<file path="src/rtl/tf_pkg.sv">
// tf_pkg: shared defaults, FIFO sizing and FSM encoding for the twiddle fetch block.
package tf_pkg;
  localparam int TF_ADDR_W     = 6;
  localparam int TF_DATA_W     = 36;
  localparam int TF_NUM_TF     = 43;
  localparam int TF_FIFO_DEPTH = 4;
  localparam int TF_CNT_W      = $clog2(TF_FIFO_DEPTH + 1);

  typedef enum logic [1:0] {
    ST_IDLE  = 2'd0,
    ST_RUN   = 2'd1,
    ST_DRAIN = 2'd2
  } tf_state_e;
endpackage

</file>
<file path="src/rtl/tf_fifo.sv">
// tf_fifo: synchronous 4-deep FIFO with full/empty/count. Head entry is read
// straight from storage flops. The caller must not write when full unless it
// reads in the same cycle.
module tf_fifo
  import tf_pkg::*;
#(
  parameter int W = 8
) (
  input  logic                clk,
  input  logic                rst_n,
  input  logic                i_wr,
  input  logic [W-1:0]        i_wdata,
  input  logic                i_rd,
  output logic [W-1:0]        o_rdata,
  output logic                o_full,
  output logic                o_empty,
  output logic [TF_CNT_W-1:0] o_count
);
  localparam int PTR_W = $clog2(TF_FIFO_DEPTH);
  localparam logic [TF_CNT_W-1:0] LP_FULL = TF_CNT_W'(TF_FIFO_DEPTH);

  logic [W-1:0]        r_mem [TF_FIFO_DEPTH];
  logic [PTR_W-1:0]    r_wr_ptr;
  logic [PTR_W-1:0]    r_rd_ptr;
  logic [TF_CNT_W-1:0] r_count;
  logic                w_do_rd;

  assign w_do_rd = i_rd && (r_count != '0);
  assign o_rdata = r_mem[r_rd_ptr];
  assign o_empty = (r_count == '0);
  assign o_full  = (r_count == LP_FULL);
  assign o_count = r_count;

  // storage write, no reset needed: entries are only visible when counted
  always_ff @(posedge clk) begin
    if (i_wr) r_mem[r_wr_ptr] <= i_wdata;
  end

  // pointers and occupancy; simultaneous write and read leaves count unchanged
  always_ff @(posedge clk) begin
    if (!rst_n) begin
      r_wr_ptr <= '0;
      r_rd_ptr <= '0;
      r_count  <= '0;
    end else begin
      if (i_wr)    r_wr_ptr <= r_wr_ptr + 1'b1;
      if (w_do_rd) r_rd_ptr <= r_rd_ptr + 1'b1;
      case ({i_wr, w_do_rd})
        2'b10:   r_count <= r_count + 1'b1;
        2'b01:   r_count <= r_count - 1'b1;
        default: r_count <= r_count;
      endcase
    end
  end
endmodule

</file>
<file path="src/rtl/tf_fetch.sv">
// tf_fetch: streams one pass of twiddle words (ROM addresses 0..NUM_TF-1) from
// a ROM with one-cycle registered read to the butterfly datapath via tf_fifo.
// Optional feature: define TF_FETCH_IDX_EN to add output tf_idx, the ROM
// address of the word on tf_data.
//
//   state    | meaning
//   ST_IDLE  | waiting for start (a start in the done cycle is ignored)
//   ST_RUN   | issuing ROM reads whenever the FIFO has room for them
//   ST_DRAIN | last read issued, waiting for the last word to be taken
module tf_fetch
  import tf_pkg::*;
#(
  parameter int ADDR_W = TF_ADDR_W,
  parameter int DATA_W = TF_DATA_W,
  parameter int NUM_TF = TF_NUM_TF
) (
  input  logic              clk,
  input  logic              rst_n,
  input  logic              start,
  output logic              busy,
  output logic              done,
  output logic [ADDR_W-1:0] rom_a,
  output logic              rom_en,
  input  logic [DATA_W-1:0] rom_q,
  output logic [DATA_W-1:0] tf_data,
  output logic              tf_valid,
  input  logic              tf_ready,
  output logic              tf_last
`ifdef TF_FETCH_IDX_EN
  ,
  output logic [ADDR_W-1:0] tf_idx
`endif
);
`ifdef TF_FETCH_IDX_EN
  localparam int ENT_W = DATA_W + 1 + ADDR_W;
`else
  localparam int ENT_W = DATA_W + 1;
`endif
  localparam logic [ADDR_W-1:0] LP_LAST_A = ADDR_W'(NUM_TF - 1);
  localparam logic [ADDR_W:0]   LP_NUM    = (ADDR_W+1)'(NUM_TF);

  tf_state_e           r_state;
  logic [ADDR_W:0]     r_addr;
  logic [ADDR_W-1:0]   r_rom_a;
  logic                r_rom_en;
  logic                r_busy;
  logic                r_done;
  logic                r_q_vld;
  logic                r_q_last;
`ifdef TF_FETCH_IDX_EN
  logic [ADDR_W-1:0]   r_q_idx;
`endif
  logic [ENT_W-1:0]    w_wdata;
  logic [ENT_W-1:0]    w_rdata;
  logic                w_wr;
  logic                w_pop;
  logic                w_full;
  logic                w_empty;
  logic [TF_CNT_W-1:0] w_count;
  logic [3:0]          w_proj;
  logic                w_room;

  assign w_pop = !w_empty && tf_ready;
  assign w_wr  = r_q_vld && (!w_full || w_pop);
  // next cycle's occupancy plus the read that will then still be in flight
  assign w_proj = 4'(w_count) + 4'(r_q_vld) + 4'(r_rom_en) - 4'(w_pop);
  assign w_room = (w_proj < 4'(TF_FIFO_DEPTH));

`ifdef TF_FETCH_IDX_EN
  assign w_wdata = {r_q_idx, rom_q, r_q_last};
  assign tf_idx  = w_empty ? '0 : w_rdata[ENT_W-1 -: ADDR_W];
`else
  assign w_wdata = {rom_q, r_q_last};
`endif

  tf_fifo #(.W(ENT_W)) u_fifo (
    .clk     (clk),
    .rst_n   (rst_n),
    .i_wr    (w_wr),
    .i_wdata (w_wdata),
    .i_rd    (w_pop),
    .o_rdata (w_rdata),
    .o_full  (w_full),
    .o_empty (w_empty),
    .o_count (w_count)
  );

  // outputs forced to zero whenever the FIFO head is not valid
  assign tf_valid = !w_empty;
  assign tf_data  = w_empty ? '0 : w_rdata[DATA_W:1];
  assign tf_last  = !w_empty && w_rdata[0];
  assign busy     = r_busy;
  assign done     = r_done;
  assign rom_a    = r_rom_a;
  assign rom_en   = r_rom_en;

  // ROM response tracking: data is on rom_q exactly one cycle after rom_en
  always_ff @(posedge clk) begin
    if (!rst_n) begin
      r_q_vld  <= 1'b0;
      r_q_last <= 1'b0;
`ifdef TF_FETCH_IDX_EN
      r_q_idx  <= '0;
`endif
    end else begin
      r_q_vld  <= r_rom_en;
      r_q_last <= r_rom_en && (r_rom_a == LP_LAST_A);
`ifdef TF_FETCH_IDX_EN
      r_q_idx  <= r_rom_a;
`endif
    end
  end

  // pass sequencing FSM with registered busy/done/rom_en/rom_a
  always_ff @(posedge clk) begin
    if (!rst_n) begin
      r_state  <= ST_IDLE;
      r_addr   <= '0;
      r_rom_a  <= '0;
      r_rom_en <= 1'b0;
      r_busy   <= 1'b0;
      r_done   <= 1'b0;
    end else begin
      r_done   <= 1'b0;
      r_rom_en <= 1'b0;
      case (r_state)
        ST_IDLE: begin
          if (start && !r_done) begin
            r_state  <= ST_RUN;
            r_busy   <= 1'b1;
            r_rom_en <= 1'b1;
            r_rom_a  <= '0;
            r_addr   <= (ADDR_W+1)'(1);
          end
        end
        ST_RUN: begin
          if (r_rom_en && (r_rom_a == LP_LAST_A)) begin
            r_state <= ST_DRAIN;
          end else if (w_room && (r_addr < LP_NUM)) begin
            r_rom_en <= 1'b1;
            r_rom_a  <= r_addr[ADDR_W-1:0];
            r_addr   <= r_addr + (ADDR_W+1)'(1);
          end
        end
        ST_DRAIN: begin
          if (w_pop && w_rdata[0]) begin
            r_state <= ST_IDLE;
            r_busy  <= 1'b0;
            r_done  <= 1'b1;
          end
        end
        default: r_state <= ST_IDLE;
      endcase
    end
  end
endmodule

</file>
<file path="config.mk">
export PLATFORM = sky130hd
export DESIGN_NAME = tf_fetch
export DESIGN_NICKNAME = d
export VERILOG_FILES = /design/src/rtl/tf_pkg.sv /design/src/rtl/tf_fifo.sv /design/src/rtl/tf_fetch.sv
export SDC_FILE = /design/constraint.sdc
export NUM_CORES = 1
export LEC_CHECK = 0
export CELL_PAD_IN_SITES_DETAIL_PLACEMENT = 2
export CELL_PAD_IN_SITES_GLOBAL_PLACEMENT = 2
export CORE_ASPECT_RATIO = 2
export CORE_UTILIZATION = 41
export CTS_CLUSTER_SIZE = 30
export DETAILED_ROUTE_END_ITERATION = 10
export GPL_ROUTABILITY_DRIVEN = 0
export GPL_TIMING_DRIVEN = 0
export PLACE_DENSITY = 0.77
export SLEW_MARGIN = 20
export SYNTH_ARGS = -nofsm -noshare
export SYNTH_HDL_FRONTEND = slang
export SYNTH_SLANG_ARGS = --single-unit
</file>
<file path="constraint.sdc">
create_clock -name clk -period 3.1 [get_ports clk]
set_input_delay 0.31 -clock clk [delete_from_list [all_inputs] [get_ports clk]]
set_output_delay 0.31 -clock clk [all_outputs]
set_load 0.01 [all_outputs]
</file>
==> impl_table.tex, run 1 <==
\begin{tabular}{lr}
\hline
Metric & Value \\
\hline
\multicolumn{2}{l}{\textbf{Outcome}} \\
\quad Result of the run & complete, no violations \\
\multicolumn{2}{l}{\textbf{Logic synthesis}} \\
\quad Post-Syn Instances & 397 \\
\quad Total nets after synthesis & 447 \\
\quad Register bit count reported by yosys & $\sim$180 \\
\quad Register area share after synthesis & a little under three quarters \\
\quad Yosys warns & 0 \\
\quad Cell area after technology mapping & roughly 7100 um2 \\
\quad Mean instance size in the synthesized netlist & $\sim$18 um2 \\
\quad Unique cell type count in the Yosys netlist & 46 \\
\multicolumn{2}{l}{\textbf{Drt}} \\
\quad DRT iter0 DRCs & around 190 \\
\quad Average routed wire per standard cell & 26.6 um \\
\quad Wire length reported by the detailed router & between 15000 and 20000 um \\
\quad Routed via count & between 4000 and 5000 \\
\quad Remaining antenna violation count & 0 \\
\quad Number of remaining DRC errors & 0 \\
\quad Vias per Instance & about 5.6 \\
\quad TritonRoute pass-1 iters & 4 \\
\multicolumn{2}{l}{\textbf{Place}} \\
\quad Dpl cells & between 600 and 700 \\
\quad Placement-stage worst setup slack & between 0.03 and 0.04 ns \\
\quad Number of I/O port buffers & 86 \\
\quad Placed wire-length estimate & approximately 12000 um \\
\quad Placed cell areas & roughly 8300 um2 \\
\multicolumn{2}{l}{\textbf{CTS}} \\
\quad Worst-skew pair later-pin latency & 0.43 ns \\
\quad Clock slew at reported path FFs & roughly 0.070 ns \\
\quad Num CTS Buffers & 17 \\
\quad Total number of H-tree levels & 4 \\
\quad Root cell of the clock tree & sky130\_fd\_sc\_hd\_\_clkbuf\_16 \\
\quad Number of buffers on the longest clock path & 2 \\
\quad Clk sink count & 177 \\
\quad Clock tree from TritonCTS & yes \\
\quad Number of buffers inserted to repair setup after CTS & 0 \\
\multicolumn{2}{l}{\textbf{Setup path}} \\
\quad Arr. time, crit path & 2.58 ns \\
\quad Crit start category & flip-flop \\
\quad Critical-path cell list & clkbuf\_2 > mux4\_2 > and2\_1 > clkdlybuf4s50\_1 \\
\quad Cell family with most CP delay & buffers and inverters \\
\quad Biggest fanout along the worst timing path & 10 \\
\quad Required time worst endpoint & 2.79 ns \\
\quad Worst stage delay on the critical path & 0.69 ns \\
\quad Critical Path Slowest Stage Cell & sky130\_fd\_sc\_hd\_\_dfxtp\_1 \\
\quad Number of buffer and inverter instances along the worst setup path & 2 \\
\quad Reg-to-reg critical path startpoint & u\_fifo.o\_count[1]\$\_SDFFE\_PN0P\_ \\
\quad Critical Path End Type & primary output \\
\quad Critical path class & flip-flop to primary output \\
\multicolumn{2}{l}{\textbf{STA}} \\
\quad Number of max-slew violations in the final report & 0 \\
\quad Fraction of the cycle the final worst path needs & between 90\% and 100\% \\
\quad Max-slew headroom at the worst pin & 61.0\% \\
\quad Worst Skew & approximately 0.0062 ns \\
\quad Final setup violation count & 0 \\
\quad Fmax & between 300 and 400 MHz \\
\quad Shortest clock period the worst path allows after layout & between 2 and 3 ns \\
\quad Setup repair after global routing missed its margin & no \\
\quad Number of hold-slack violations in the final timing report & 0 \\
\quad Worst hold slack & 0.480 ns \\
\quad Slew at the pin closest to its max-slew limit & 0.584 ns \\
\quad Final WS setup & around 0.21 ns \\
\multicolumn{2}{l}{\textbf{Finish}} \\
\quad \# diodes & 0 \\
\quad Post-route cell area & 8970 um2 \\
\quad Share of cells above drive strength 1 & between 10\% and 20\% \\
\quad Number of nets in the layout & around 560 \\
\quad Layout Utilization & 53.5\% \\
\quad Synthesis-to-finish area growth & 27.2\% \\
\quad Leading cell type in the layout, fill and taps excluded & sky130\_fd\_sc\_hd\_\_edfxtp\_1 \\
\quad Most frequent cells in the layout & sky130\_fd\_sc\_hd\_\_edfxtp\_1 (148), sky130\_fd\_sc\_hd\_\_clkdlybuf4s50\_1 (86), sky130\_fd\_sc\_hd\_\_and2\_1 (39) \\
\quad Number of cells in the finished layout apart from fillers & roughly 730 \\
\multicolumn{2}{l}{\textbf{Floorplan}} \\
\quad Total die area & 17800 um2 \\
\quad Number of placed I/O pins & 87 \\
\quad Area of the core region & 16800 um2 \\
\quad Number of cell rows & 67 \\
\quad Horiz. Die Dim & 94.8 um \\
\quad Die boundary height & 188 um \\
\quad Initial Utilization & between 40\% and 50\% \\
\multicolumn{2}{l}{\textbf{Global route}} \\
\quad Number of antenna violations at the first check in global routing & 0 \\
\quad Aggregate global routing overflow & 0 \\
\quad GRT Resource Usage Total & roughly a quarter \\
\quad Number of global-route vias before repair & between 4000 and 5000 \\
\quad Wire length of the first global-routing pass & 29100 um \\
\quad Maximum number of pins on one net before global-route repair & 26 \\
\multicolumn{2}{l}{\textbf{Min path}} \\
\quad Launch point of the worst hold path & r\_addr[6]\$\_SDFFE\_PN0P\_ \\
\quad Type of the worst min-delay path & flip-flop to flip-flop \\
\multicolumn{2}{l}{\textbf{Power}} \\
\quad Areal power density over the cells & a little under 800 nW/um2 \\
\quad Worst vdd ir & $\sim$0.49 mV \\
\quad Static Leak & 0.00296 uW \\
\multicolumn{2}{l}{\textbf{Flow run}} \\
\quad Max cap viols & 0 \\
\hline
\end{tabular}
synthesized netlist by cell type (all sizes together):
library cell  count  share of area [%]
nand3             4               0.28
dfxtp            29                8.2
nand2             4               0.21
o2111ai           8               0.99
or3               3               0.34
o31a              1               0.12
edfxtp          148                 63
a211o             1               0.12
clkbuf           11               0.59
buf               9               0.62
a41oi             1               0.23
and4              1               0.12
and2b             1               0.11
or2               2               0.18
and3              4               0.37
nand2b            2               0.18
xor2              4               0.50
o41ai             1               0.23
ha                9                1.6
o22ai             1               0.18
and2             43                3.8
inv              11               0.59
and4bb            1               0.18
mux4             37                 12
fa                1               0.28
nor2             19                1.0
xnor2             1               0.12
nand3b            2               0.21
mux2i             1               0.14
o21ai            10               0.71
nand4             1              0.089
o211a             2               0.28
nor3b             1               0.11
nor4b             1               0.34
o21a              2               0.21
a21oi            15                1.1
o41a              1               0.16
nor4              1               0.18
o311ai            3               0.48
final timing paths:
kind / endpoint / slack [ns] / cells past startpoint
hold / removal: r_addr[6]$_SDFFE_PN0P_ / 0.48 / 1
hold reg to reg: r_addr[6]$_SDFFE_PN0P_ / 0.48 / 1
setup reg to reg: r_addr[0]$_SDFFE_PN0P_ / 0.22 / 10
setup / recovery: tf_data[5] / 0.21 / 4
flip-flops by register name, indices dropped and copies added (netlist names), named ones only:
| register | flops |
|---|---|
| r_q_last | 1 |
| u_fifo.r_rd_ptr | 2 |
| u_fifo.o_count | 3 |
| rom_a | 6 |
| r_state | 2 |
| r_q_vld | 1 |
| rom_en | 1 |
| done | 1 |
| u_fifo.r_mem | 148 |
| u_fifo.r_wr_ptr | 2 |
| r_addr | 7 |
| busy | 1 |
per-layer routing:
metal / up-vias / wire length, um / track usage, %
met5: - / 0 / 0
met4: 0 / 441 / 8.57
met3: 28 / 593 / 4.79
met2: 91 / 11100 / 43.3
met1: 2151 / 7100 / 25.3
li1: 1775 / - / -
repair_timing:
item | CTS | global route
setup endpoints to repair | 30 | 19
gates resized for setup | 5 | 8
hold buffers | 0 | 0
power breakdown:
| part | leakage [uW] | internal [uW] | switching (uW) | total [uW] |
|---|---|---|---|---|
| clock network | 0.000341 | 1510 | 944 | 2460 |
| logic | 0.00105 | 944 | 913 | 1860 |
| registers | 0.00157 | 2680 | 69.2 | 2750 |
metrics by stage:
stage / total power [uW] / TNS, ns
floorplan: 3750 / 0
global placement: 4530 / -20.22
detailed placement: 4640 / 0
CTS: 7140 / 0
global route: 7330 / 0
finish: 7060 / 0
cell type report:
| cell class | count | area, um2 |
|---|---|---|
| buffer | 19 | 98.8 |
| timing repair buffer | 90 | 941 |
| inverter | 11 | 41.3 |
| clock inverter | 9 | 133 |
| sequential | 177 | 5020 |
| clock buffer | 23 | 553 |
| fill | 1487 | 7790 |
| multi-input combinational | 189 | 1920 |
| tap | 207 | 259 |
cells by family after synthesis:
group                      count (synthesis)  share of synthesized area (%)
AOI/OAI and AO/OA                         46                           4.84
xor gates and xnor gates                   5                          0.621
adders and majority gates                 10                           1.88
buffers and inverters                     31                           1.79
DFF                                      177                           71.2
muxes                                     38                           12.0
and+or+nand+nor                           90                           7.71
No activity file was read; power rests on OpenSTA's default activity.
==> run 2: changes to the inputs <==
==> constraint.sdc (replaced) <==
create_clock -name clk -period 3.1 [get_ports clk]
set_input_delay 0.31 -clock clk [delete_from_list [all_inputs] [get_ports clk]]
set_output_delay 0.31 -clock clk [all_outputs]
set_load 0.005 [all_outputs]
==> run 2 against run 1 <==
Against the previous run:
- first-iteration DRC count rose by 3.1%
- sequential share of layout area barely moved
- routed wire length barely moved
- total power fell by 1.3%
- sequential cell count did not move
- worst setup slack got worse by 0.038 ns
- design area barely moved
- non-clock buffer count did not move
- via count did not move
==> impl_table.tex, run 2 (same netlist as run 1, synthesis figures left out) <==
\begin{tabular}{lr}
\hline
Metric & Value \\
\hline
\multicolumn{2}{l}{\textbf{Setup path}} \\
\quad Critical path class & flip-flop to primary output \\
\quad Number of cells on the critical path & 5 \\
\quad Number of buffer and inverter instances along the worst setup path & 3 \\
\quad Critical-path cell list & buf\_2 > clkbuf\_4 > mux4\_2 > and2\_1 > clkdlybuf4s50\_1 \\
\quad Required time worst endpoint & roughly 2.8 ns \\
\quad Critical Path End Type & primary output \\
\quad Biggest fanout along the worst timing path & 10 \\
\quad Worst reg2reg path depth & 10 \\
\quad Crit start category & flip-flop \\
\quad Worst reg-to-reg setup slack & between 0.2 and 0.25 ns \\
\quad Critical Path Slowest Stage Cell & sky130\_fd\_sc\_hd\_\_mux4\_2 \\
\quad Arr. time, crit path & about 2.6 ns \\
\quad Worst stage delay on the critical path & between 0.5 and 0.6 ns \\
\quad Cell family with most CP delay & buffers and inverters \\
\multicolumn{2}{l}{\textbf{Global route}} \\
\quad Met2 Track Usage GR & a little over two fifths \\
\quad Met1 Resource Use GR & about a quarter \\
\quad Aggregate global routing overflow & 0 \\
\quad Number of global-route vias before repair & about 4700 \\
\quad Maximum number of pins on one net before global-route repair & 26 \\
\quad Wire length of the first global-routing pass & between 20000 and 30000 um \\
\quad GRT Resource Usage Total & about a quarter \\
\quad Global-route met3 utilization & between 4 and 5\% \\
\quad Number of antenna violations at the first check in global routing & 0 \\
\quad Busiest grt layer & met2 \\
\multicolumn{2}{l}{\textbf{Finish}} \\
\quad Share of cells above drive strength 1 & between 10\% and 20\% \\
\quad Flip-flop count of the largest register after layout & 148 \\
\quad Leading cell type in the layout, fill and taps excluded & sky130\_fd\_sc\_hd\_\_edfxtp\_1 \\
\quad Number of nets in the layout & approximately 560 \\
\quad Most frequent cells in the layout & sky130\_fd\_sc\_hd\_\_edfxtp\_1 (148), sky130\_fd\_sc\_hd\_\_clkdlybuf4s50\_1 (86), sky130\_fd\_sc\_hd\_\_and2\_1 (39) \\
\quad Synthesis-to-finish area growth & 27.1\% \\
\quad \# diodes & 0 \\
\quad Register name with the most flops & u\_fifo.r\_mem \\
\multicolumn{2}{l}{\textbf{Flow run}} \\
\quad Max cap viols & 0 \\
\multicolumn{2}{l}{\textbf{STA}} \\
\quad Final setup violation count & 0 \\
\quad Final WS setup & about 0.17 ns \\
\quad Number of hold-slack violations in the final timing report & 0 \\
\quad Number of max-slew violations in the final report & 0 \\
\quad Slew at the pin closest to its max-slew limit & slightly below 0.6 ns \\
\quad Fmax & roughly 340 MHz \\
\quad Fraction of the cycle the final worst path needs & a little over nine tenths \\
\quad Max-slew headroom at the worst pin & between 60\% and 70\% \\
\quad Setup TNS & 0 ns \\
\quad Setup repair after global routing missed its margin & no \\
\quad Worst Skew & 0.00614 ns \\
\quad Shortest clock period the worst path allows after layout & between 2 and 3 ns \\
\multicolumn{2}{l}{\textbf{Floorplan}} \\
\quad Horiz. Die Dim & 94.8 um \\
\quad Total die area & between 15000 and 20000 um2 \\
\quad Number of placed I/O pins & 87 \\
\quad Number of cell rows & 67 \\
\quad Area of the core region & approximately 17000 um2 \\
\quad Die boundary height & around 190 um \\
\quad Initial Utilization & 42.1\% \\
\multicolumn{2}{l}{\textbf{CTS}} \\
\quad Clock tree from TritonCTS & yes \\
\quad Worst-skew pair later-pin latency & 0.43 ns \\
\quad Hold-fix buffers, CTS & 0 \\
\quad Clock slew at reported path FFs & roughly 0.07 ns \\
\quad Num CTS Buffers & 17 \\
\quad Root cell of the clock tree & sky130\_fd\_sc\_hd\_\_clkbuf\_16 \\
\quad Number of buffers on the longest clock path & 2 \\
\quad Clk sink count & between 150 and 200 \\
\quad Number of buffers inserted to repair setup after CTS & 0 \\
\quad Total number of H-tree levels & 4 \\
\multicolumn{2}{l}{\textbf{Power}} \\
\quad Areal power density over the cells & a little under 800 nW/um2 \\
\quad Worst vdd ir & 0.488 mV \\
\quad Static Leak & a little under 0.003 uW \\
\multicolumn{2}{l}{\textbf{Drt}} \\
\quad Number of remaining DRC errors & 0 \\
\quad Wire length reported by the detailed router & roughly 19000 um \\
\quad Remaining antenna violation count & 0 \\
\quad Vias per Instance & 5.58 \\
\quad TritonRoute pass-1 iters & 4 \\
\quad DRT iter0 DRCs & $\sim$200 \\
\quad Routed via count & $\sim$4000 \\
\quad Average routed wire per standard cell & between 20 and 30 um \\
\multicolumn{2}{l}{\textbf{Place}} \\
\quad Number of I/O port buffers & 86 \\
\quad Placement-stage worst setup slack & between 0.03 and 0.04 ns \\
\quad Placed wire-length estimate & about 12000 um \\
\multicolumn{2}{l}{\textbf{Min path}} \\
\quad Number of cells traversed by the worst hold path & 1 \\
\quad Type of the worst min-delay path & flip-flop to flip-flop \\
\multicolumn{2}{l}{\textbf{Outcome}} \\
\quad Result of the run & complete, no violations \\
\hline
\end{tabular}
## run 2: what timing repair did
item / in CTS / in global routing
cloned: 0 / 0
endpoints found under the setup margin: 30 / 19
resized for setup: 5 / 6
## run 2: metrics by stage
step / total power [uW] / hold WS, ns / utilization [%] / instances / area (um2)
finish: 6970 / 0.480 / 53.5 / 725 / 8970
global route: 7240 / 0.508 / 53.5 / 725 / 8970
CTS: 7050 / 0.483 / 53.4 / 725 / 8950
detailed placement: 4550 / 0.474 / 49.3 / 694 / 8260
global placement: 4430 / 0.448 / 48.8 / 690 / 8180
floorplan: 3660 / 0.409 / - / 397 / 7060
## run 2: area by class of cell
cell class              count  area [um2]
plain buffers              19        96.3
clock buffers              23         553
clock inverters             9         133
fillers                  1487        7790
inverters                  11        41.3
multi-input cells         189        1920
flip-flops and latches    177        5020
well taps                 207         259
repair buffers             90         941
## run 2: path summary, 6_finish.rpt
path,start,to
max reg2reg,u_fifo.o_count[1]$_SDFFE_PN0P_,r_addr[0]$_SDFFE_PN0P_
max,flip-flop,tf_data[19]
min,r_addr[6]$_SDFFE_PN0P_,r_addr[6]$_SDFFE_PN0P_
min reg2reg,r_addr[6]$_SDFFE_PN0P_,r_addr[6]$_SDFFE_PN0P_
## run 2: routing by layer
metal,part of all wire [%],up-vias
met5,0,-
met4,2.3,0
met3,3.0,28
met2,58,91
met1,37,2150
li1,-,1776
## run 2: power breakdown
part	internal (uW)	total [uW]	switching, uW
Combinational	937	1760	824
Sequential	2680	2750	69.4
Clock	1510	2460	944
==> run 3: changes to the inputs <==
Settings changed: SLEW_MARGIN 20 to 30.
==> run 3 against run 2 <==
Against the previous run:
- critical path depth stayed put
- register-to-register slack hardly changed
- via count is 1.8% lower
- total power is 5.0% lower
- sequential cell count stayed put
- routed wire length is 6.5% lower
- cell count is 0.41% lower
- non-clock buffer count is 4 lower
- clock skew is 0.0067 ns higher
- sequential power hardly changed
==> impl_table.tex, run 3 (same netlist as run 1, synthesis figures left out) <==
\begin{tabular}{lr}
\hline
Metric & Value \\
\hline
\multicolumn{2}{l}{\textbf{Global route}} \\
\quad GRT Resource Usage Total & about 22\% \\
\quad Aggregate global routing overflow & 0 \\
\quad Busiest grt layer & met2 \\
\quad Global-route met3 utilization & between 5 and 6\% \\
\quad Met1 Resource Use GR & a little under a quarter \\
\quad Met2 Track Usage GR & 41.7\% \\
\quad Wire length of the first global-routing pass & approximately 28000 um \\
\quad Maximum number of pins on one net before global-route repair & 38 \\
\quad Number of antenna violations at the first check in global routing & 1 \\
\quad Number of global-route vias before repair & between 4000 and 5000 \\
\multicolumn{2}{l}{\textbf{Drt}} \\
\quad DRT iter0 DRCs & between 150 and 200 \\
\quad Remaining antenna violation count & 0 \\
\quad Number of remaining DRC errors & 0 \\
\quad Vias per Instance & approximately 5.5 \\
\quad Wire length reported by the detailed router & between 15000 and 20000 um \\
\quad TritonRoute pass-1 iters & 4 \\
\quad Routed via count & roughly 4000 \\
\quad Average routed wire per standard cell & between 20 and 25 um \\
\multicolumn{2}{l}{\textbf{Setup path}} \\
\quad Required time worst endpoint & 2.79 ns \\
\quad Worst reg-to-reg setup slack & $\sim$0.23 ns \\
\quad End of the worst register-to-register path & r\_addr[0]\$\_SDFFE\_PN0P\_ \\
\quad Critical path class & flip-flop to primary output \\
\quad Critical Path End Type & primary output \\
\quad Worst reg2reg path depth & 11 \\
\quad Crit start category & flip-flop \\
\quad Biggest fanout along the worst timing path & 10 \\
\quad Capturing instance or port of the critical path & tf\_data[18] \\
\quad Arr. time, crit path & between 2 and 3 ns \\
\quad Reg-to-reg critical path startpoint & u\_fifo.o\_count[0]\$\_SDFFE\_PN0P\_ \\
\multicolumn{2}{l}{\textbf{STA}} \\
\quad Shortest clock period the worst path allows after layout & 2.92 ns \\
\quad Worst hold slack & slightly below 0.5 ns \\
\quad Fmax & about 340 MHz \\
\quad Number of hold-slack violations in the final timing report & 0 \\
\quad Slew at the pin closest to its max-slew limit & roughly 0.62 ns \\
\quad Max-slew headroom at the worst pin & 58.5\% \\
\quad Number of max-slew violations in the final report & 0 \\
\quad Final setup violation count & 0 \\
\quad Worst Skew & 0.0129 ns \\
\quad Setup TNS & 0 ns \\
\quad Fraction of the cycle the final worst path needs & between 90\% and 100\% \\
\quad Setup repair after global routing missed its margin & yes \\
\multicolumn{2}{l}{\textbf{Finish}} \\
\quad Total area of multi-input combinational cells & just under 2000 um2 \\
\quad Count of filler cells inserted in the layout & 1506 \\
\quad Number of nets in the layout & about 550 \\
\quad Share of cells above drive strength 1 & between 10\% and 20\% \\
\quad Post-route cell area & roughly 8800 um2 \\
\quad Most frequent cells in the layout & sky130\_fd\_sc\_hd\_\_edfxtp\_1 (148), sky130\_fd\_sc\_hd\_\_clkdlybuf4s50\_1 (86), sky130\_fd\_sc\_hd\_\_and2\_1 (39) \\
\quad Number of cells in the finished layout apart from fillers & roughly 720 \\
\quad Flip-flop count of the largest register after layout & 148 \\
\quad Area occupied by registers & between 5000 and 6000 um2 \\
\quad Leading cell type in the layout, fill and taps excluded & sky130\_fd\_sc\_hd\_\_edfxtp\_1 \\
\quad Register name with the most flops & u\_fifo.r\_mem \\
\quad Synthesis-to-finish area growth & 24.8\% \\
\multicolumn{2}{l}{\textbf{CTS}} \\
\quad Number of buffers on the longest clock path & 2 \\
\quad Clock slew at reported path FFs & roughly 0.070 ns \\
\quad Num CTS Buffers & 17 \\
\quad Total number of H-tree levels & 4 \\
\quad Root cell of the clock tree & sky130\_fd\_sc\_hd\_\_clkbuf\_16 \\
\quad Worst-skew pair later-pin latency & 0.43 ns \\
\quad Hold-fix buffers, CTS & 0 \\
\quad Clock tree from TritonCTS & yes \\
\quad Clk sink count & between 150 and 200 \\
\multicolumn{2}{l}{\textbf{Floorplan}} \\
\quad Horiz. Die Dim & 94.8 um \\
\quad Initial Utilization & 42.1\% \\
\quad Number of cell rows & 67 \\
\quad Area of the core region & 16800 um2 \\
\quad Total die area & 17800 um2 \\
\quad Number of placed I/O pins & 87 \\
\quad Die boundary height & around 190 um \\
\multicolumn{2}{l}{\textbf{Place}} \\
\quad Dpl cells & between 600 and 700 \\
\quad Number of I/O port buffers & 86 \\
\quad Placed wire-length estimate & 12200 um \\
\quad Placed cell areas & between 8000 and 9000 um2 \\
\multicolumn{2}{l}{\textbf{Power}} \\
\quad Worst vdd ir & between 0.3 and 0.4 mV \\
\quad Areal power density over the cells & approximately 750 nW/um2 \\
\quad Static Leak & 0.00289 uW \\
\quad Total Power & around 6600 uW \\
\multicolumn{2}{l}{\textbf{Outcome}} \\
\quad Result of the run & complete, no violations \\
\multicolumn{2}{l}{\textbf{Min path}} \\
\quad Launch point of the worst hold path & r\_addr[6]\$\_SDFFE\_PN0P\_ \\
\quad Type of the worst min-delay path & flip-flop to flip-flop \\
\multicolumn{2}{l}{\textbf{Flow run}} \\
\quad Max cap viols & 0 \\
\hline
\end{tabular}
run 3: worst min path at each step:
stage / endpoint / cells past startpoint
after floorplan: u_fifo.r_mem[0][10]$_DFFE_PP_ / 0
after global placement: u_fifo.r_mem[2][0]$_DFFE_PP_ / 0
after detailed placement: r_addr[6]$_SDFFE_PN0P_ / 1
after CTS: r_addr[6]$_SDFFE_PN0P_ / 1
after global routing: u_fifo.r_mem[1][13]$_DFFE_PP_ / 1
final: r_addr[6]$_SDFFE_PN0P_ / 1
run 3: power breakdown:
part           leakage, uW  switching [uW]  internal (uW)  total [uW]
registers          0.00157            68.1           2680        2750
logic              0.00102             799            924        1720
clock network     0.000300             915           1230        2150
run 3: worst max-delay path, cell delays in order (launching register included):
cell and delay, ns:
sky130_fd_sc_hd__dfxtp_1 0.31, sky130_fd_sc_hd__buf_2 0.33, sky130_fd_sc_hd__clkbuf_4 0.36, sky130_fd_sc_hd__mux4_2 0.54, sky130_fd_sc_hd__and2_1 0.18, sky130_fd_sc_hd__clkdlybuf4s50_1 0.45
run 3: cell type report:
| cell class | count | area share, % |
|---|---|---|
| diodes | 1 | 0.0284 |
| plain buffers | 19 | 1.07 |
| clock buffers | 24 | 6.12 |
| clock inverters | 8 | 0.725 |
| inverters | 11 | 0.469 |
| multi-input cells | 189 | 21.8 |
| flip-flops and latches | 177 | 57.1 |
| well taps | 207 | 2.94 |
| repair buffers | 86 | 9.78 |
run 3: metrics by stage:
| stage | utilization, % | setup slack, ns |
|---|---|---|
| finish | 52.5 | 0.184 |
| global route | 52.5 | -0.00509 |
| CTS | 52.5 | 0.0109 |
| detailed placement | 48.8 | -0.00330 |
| global placement | 48.8 | -0.151 |
| floorplan | - | 0.591 |
run 3: metal layers:
layer	vias to the layer above	share of wire (%)
met4	0	1.5
met1	2100	37
met2	96	58
met5	-	0
met3	16	3.0
li1	1762	-
run 3: repair_timing:
| action | in CTS | in global routing |
|---|---|---|
| resized for setup | 5 | 4 |
| setup endpoints to repair | 30 | 39 |
| setup buffers | 0 | 0 |
